[src/rtl/bitwise_unit_arbiter.sv]
// Round-robin arbiter in front of one shared bitwise logic unit (NOT/AND/OR/NAND).
// One request is granted per cycle; the result is held in an output register until accepted.
module bitwise_unit_arbiter #(
    parameter int NUM_REQ = 4,
    parameter int WIDTH   = 16,
    parameter int ID_W    = 2
) (
    input  logic                       clk,
    input  logic                       rst_n,
    input  logic [NUM_REQ-1:0]         req_valid,
    output logic [NUM_REQ-1:0]         req_ready,
    input  logic [2*NUM_REQ-1:0]       req_op,
    input  logic [WIDTH*NUM_REQ-1:0]   req_a,
    input  logic [WIDTH*NUM_REQ-1:0]   req_b,
    output logic                       rsp_valid,
    input  logic                       rsp_ready,
    output logic [ID_W-1:0]            rsp_id,
    output logic [WIDTH-1:0]           rsp_data
);

    typedef enum logic {EMPTY, FULL} state_t;

    state_t           state_reg;
    logic [ID_W-1:0]  rr_ptr_reg;
    logic [ID_W-1:0]  rr_ptr_next;
    logic [ID_W-1:0]  rsp_id_reg;
    logic [WIDTH-1:0] rsp_data_reg;
    logic [WIDTH-1:0] rsp_data_next;

    logic             can_accept;
    logic             found;
    logic [ID_W-1:0]  win_idx;
    logic             transfer;
    logic [WIDTH-1:0] lane_res [NUM_REQ];

    function automatic logic [WIDTH-1:0] logic_op(input logic [1:0] op,
                                                   input logic [WIDTH-1:0] a,
                                                   input logic [WIDTH-1:0] b);
        logic [WIDTH-1:0] r;
        case (op)
            2'b00:   r = ~a;
            2'b01:   r = a & b;
            2'b10:   r = a | b;
            default: r = ~(a & b);
        endcase
        return r;
    endfunction

    // Every lane computes its candidate result; the winner's lane is muxed into the register.
    genvar gi;
    generate
        for (gi = 0; gi < NUM_REQ; gi++) begin : g_lane
            assign lane_res[gi] = logic_op(req_op[2*gi +: 2],
                                           req_a[gi*WIDTH +: WIDTH],
                                           req_b[gi*WIDTH +: WIDTH]);
            assign req_ready[gi] = rst_n & can_accept & found & (win_idx == ID_W'(gi));
        end
    endgenerate

    assign can_accept = (state_reg == EMPTY) | rsp_ready;

    always_comb begin
        logic [ID_W-1:0] idx;
        found   = 1'b0;
        win_idx = '0;
        idx     = '0;
        for (int k = 0; k < NUM_REQ; k++) begin
            idx = ID_W'((int'(rr_ptr_reg) + k) % NUM_REQ);
            if (!found && req_valid[idx]) begin
                found   = 1'b1;
                win_idx = idx;
            end
        end
    end

    assign transfer      = found & can_accept;
    assign rsp_data_next = lane_res[win_idx];
    assign rr_ptr_next   = (int'(win_idx) == NUM_REQ - 1) ? '0 : win_idx + ID_W'(1);

    always_ff @(posedge clk or negedge rst_n) begin
        if (!rst_n) begin
            state_reg    <= EMPTY;
            rr_ptr_reg   <= '0;
            rsp_id_reg   <= '0;
            rsp_data_reg <= '0;
        end else if (transfer) begin
            // Covers both an empty register and a same-cycle drain plus refill.
            state_reg    <= FULL;
            rr_ptr_reg   <= rr_ptr_next;
            rsp_id_reg   <= win_idx;
            rsp_data_reg <= rsp_data_next;
        end else if (state_reg == FULL && rsp_ready) begin
            state_reg <= EMPTY;
        end
    end

    assign rsp_valid = (state_reg == FULL);
    assign rsp_id    = rsp_id_reg;
    assign rsp_data  = rsp_data_reg;

endmodule

[config.mk]
export PLATFORM = sky130hd
export DESIGN_NAME = bitwise_unit_arbiter
export DESIGN_NICKNAME = d
export VERILOG_FILES = /design/src/rtl/bitwise_unit_arbiter.sv
export SDC_FILE = /design/constraint.sdc
export NUM_CORES = 1
export LEC_CHECK = 0
export ABC_AREA = 1
export BUFFER_PORTS_ARGS = -buffer_cell sky130_fd_sc_hd__buf_4
export CAP_MARGIN = 20
export CORE_MARGIN = 5
export CORE_UTILIZATION = 40
export CTS_BUF_LIST = sky130_fd_sc_hd__clkbuf_4 sky130_fd_sc_hd__clkbuf_8
export CTS_CLUSTER_DIAMETER = 200
export CTS_CLUSTER_SIZE = 8
export DETAILED_ROUTE_END_ITERATION = 6
export PLACE_DENSITY = 0.7
export SYNTH_ARGS = -nofsm -noshare
export SYNTH_HDL_FRONTEND = slang
export SYNTH_SLANG_ARGS = --single-unit
[constraint.sdc]
create_clock -name clk -period 2.6 [get_ports clk]
set_input_delay 0.26 -clock clk [delete_from_list [all_inputs] [get_ports clk]]
set_output_delay 0.26 -clock clk [all_outputs]
set_load 0.03 [all_outputs]
==> qor.tcl <==
set qor(run_status) {finished clean}
set qor(clk_pin_slew_worst_setup_hold_paths_ns) 0.08
set qor(endpoint_kind) {output port}
set qor(cts_sinks) 21
set qor(grt-ovfl-total) 0
set qor(max_cap_violations) 0
set qor(syn_area_per_cell_um2) 5.529
set qor(grt_start_max_net_pins) 34
set qor(setup_tns_final_ns) 0
set qor(fp.dieArea_um2) 10970
set qor(hold_viol_final) 0
set qor(final-seq-area_um2) 526.8
set qor(antenna_violations_before_repair) 0
set qor(post_synthesis_share_of_cell_area_spent_on_xor_and_xnor_gates_pct) 0
set qor(worstMarginPinSlew_ns) 0.7450
set qor(edff_count_synth) 0
set qor(clock_skew_ns) 0.004043
set qor(nNetsFinal) 931
set qor(timing.final.max_slew_violations) 0
set qor(drt_first_iter_violations) 240
set qor(cp.required_ns) 2.34
set qor(cts_tree) {done}
set qor(ir_drop_uv) 481.6
set qor(largest_register_ffs) 16
set qor(max-slew-margin-rel_pct) 50.28
set qor(gr-usage-met1_pct) 27.51
set qor(worst_setup_path_start_kind) {flip-flop}
set qor(grt_use_met3_pct) 2.713
set qor(power_leakage_nw) 2.624
set qor(die_y_um) 104.7
set qor(hpwlAfterDp_mm) 10.36
set qor(critical_path_arrival_ns) 2.11
set qor(synth_mux_area_share_pct) 9.763
set qor(post_synthesis_simple_gate_area_fraction_pct) 39.96
set qor(placed_cell_area_um2) 4811
set qor(grt_max_usage_layer) {met2}
set qor(placement.io_buffers) 165
set qor(routed_wire_length_per_instance_um) 14.18
set qor(path_max_fanout) 19
set qor(max_clock_freq_mhz) 422.5
set qor(ant_nets) 0
set qor(number_of_drc_violations_after_detailed_routing) 0
set qor(synth.cell_area_um2) 3588
set qor(dominantRegCellSynth) {sky130_fd_sc_hd__dfrtp_1}
set qor(vias_in_the_first_global_route) 4258
set qor(antennaDiodeCount) 0
set qor(fp.dieW_um) 104.7
set qor(post_synth_inst_count) 649
set qor(post_synth_fa_ha_maj_area_fraction_pct) 0
set qor(synth.net_count) 792
set qor(worstHoldPathType) {input pin to flip-flop}
set qor(cts-buffers-inserted) 3
set qor(cts.htree.levels) 1
set qor(synth_sequential_area_ratio_pct) 14.64
set qor(final_period_minus_worst_setup_slack_ns) 2.367
set qor(area_growth_pct) 37.13
set qor(drt-vias-per-instance) 5.240
set qor(cp_class) {flip-flop to output port}
set qor(initial_utilization_pct) 41.15
set qor(design.core.area_um2) 8721
set qor(grt_setup_unrepaired) {no}
set qor(vias) 4690
set qor(part_of_the_cycle_the_worst_path_needs_pct) 91.03
set qor(drt_pre_antenna_iters) 5
set qor(synth_cell_types) 24
set qor(synth-compound-area-share_pct) 23.88
set qor(finalWirelength_mm) 12.69
set qor(postSynthRegisterBits) 21
set qor(drive_gt1_share_pct) 24.65
set qor(finalWeightedCongestion) 0.8224
set qor(synthArstFlopShare_pct) 100.0
set qor(cts.path.max_buffers) 2
set qor(yosys_warnings) 0
set qor(placementRows) 34
set qor(top_level_ports) 166
set qor(grt_use_total_pct) 21.35
set qor(setup-violations-final) 0
set qor(fin_area_um2) 4921
set qor(grt_first_pass_wirelength_mm) 20.15
set qor(globalRouteMet2Util_pct) 38.69
set qor(power.density_nw_per_um2) 987.4
set qor(clock-root-buffer) {sky130_fd_sc_hd__clkbuf_8}
set qor(layout.filler_cells) 927
set qor(multi_input_area_um2) 2641
set qor(largest_family_of_logic_cells_by_synthesized_area) {simple AND/OR/NAND/NOR gates}
set qor(clk-insertion-delay-late_ns) 0.26
## where the power goes
| group | internal (mW) | switching, mW |
|---|---|---|
| clock network | 0.108 | 0.108 |
| logic | 1.39 | 2.63 |
| registers | 0.508 | 0.118 |
## synth_stat cells, types with 8 or more instances
| library cell | number | share of area, % |
|---|---|---|
| sky130_fd_sc_hd__o21ai_0 | 88 | 12 |
| sky130_fd_sc_hd__nor2_1 | 10 | 1.0 |
| sky130_fd_sc_hd__clkbuf_1 | 26 | 2.7 |
| sky130_fd_sc_hd__o211ai_1 | 18 | 3.8 |
| sky130_fd_sc_hd__dfrtp_1 | 21 | 15 |
| sky130_fd_sc_hd__mux2i_1 | 35 | 9.8 |
| sky130_fd_sc_hd__a21oi_1 | 53 | 7.4 |
| sky130_fd_sc_hd__buf_2 | 8 | 1.1 |
| sky130_fd_sc_hd__inv_1 | 52 | 5.4 |
| sky130_fd_sc_hd__nand3_1 | 105 | 15 |
| sky130_fd_sc_hd__nand2_1 | 204 | 21 |
## logic make-up (layout without fill, tap and decap cells)
logic type,Yosys count,in the layout
and+or+nand+nor,330,330
AOI/OAI and AO/OA,162,162
buffers and inverters,101,239
muxes,35,35
DFF,21,21
## layer usage
layer | vias up | part of all wire (%) | wire length [µm]
met4 | 0 | 1.5 | 189
met3 | 14 | 5.3 | 678
met5 | - | 0 | 0
li1 | 2458 | - | -
met2 | 149 | 50 | 6330
met1 | 2069 | 43 | 5495
## layout by cell type, fill, tap and decap left out, drive strengths merged
master       instances
nand3              108
dlygate4sd3          1
nand4                1
nor3                 2
mux2i               35
dfrtp               21
o211ai              18
inv                 57
clkinv               1
clkbuf               3
nand2              208
o21ai               90
nor2                11
clkinvlp             1
buf                176
a31oi                1
a21oi               53
## worst max-delay path, cell delays in order, from the launching register on
cell and delay, ns:
sky130_fd_sc_hd__dfrtp_2 0.47, sky130_fd_sc_hd__buf_4 0.16, sky130_fd_sc_hd__nand2_1 0.07, sky130_fd_sc_hd__nand2_2 0.08, sky130_fd_sc_hd__nand2_1 0.08, sky130_fd_sc_hd__nand2_2 0.06
sky130_fd_sc_hd__nor2_4 0.12, sky130_fd_sc_hd__nand4_1 0.15, sky130_fd_sc_hd__nand3_4 0.18, sky130_fd_sc_hd__inv_6 0.09, sky130_fd_sc_hd__nor3_1 0.18, sky130_fd_sc_hd__buf_4 0.20
## area by class of cell
cell class,count,share of cell area (%)
inverter,58,4.577
clock buffer,3,0.8391
tap,108,2.746
timing repair buffer,177,27.31
multi-input combinational,527,53.67
sequential,21,10.70
clock inverter,1,0.1526
## metrics by stage
stage | total power, mW | std cells | util, % | setup slack (ns) | hold WS, ns
3_3_place_gp | 4.492 | 884 | 55.17 | 0.2935 | 0.1604
5_1_grt | 5.384 | 895 | 56.43 | 0.08326 | 0.3038
6_report | 4.859 | 895 | 56.43 | 0.2332 | 0.3076
3_5_place_dp | 4.524 | 884 | 55.17 | 0.2559 | 0.1685
2_1_floorplan | 3.432 | 649 | - | 0.2619 | -0.03559
4_1_cts | 4.764 | 889 | 55.85 | 0.06030 | 0.3020
## timing repair
action                                  CTS  global route
hold endpoints to repair                 21             0
hold buffers                              1             0
endpoints found under the setup margin    1             4
cloned                                    0             0
buffers inserted                          0             6
resized for setup                         1             2
pin swaps                                 0             1
## final timing paths
| check | from | endpoint | slack (ns) | cells after the start |
|---|---|---|---|---|
| max reg2reg | rr_ptr_reg[1] | rsp_data[0] | 0.39 | 15 |
| min reg2reg | rsp_data[3] | rsp_data[3] | 0.48 | 2 |
| min in group asynchronous | rst_n | rsp_data[15] | 0.42 | 2 |
| max | rr_ptr_reg[0] | req_ready[2] | 0.23 | 11 |
| min | rsp_ready | rsp_valid | 0.31 | 4 |
| max in group asynchronous | rst_n | rr_ptr_reg[0] | 1.95 | 2 |
Power figures use the tool's default switching activity.
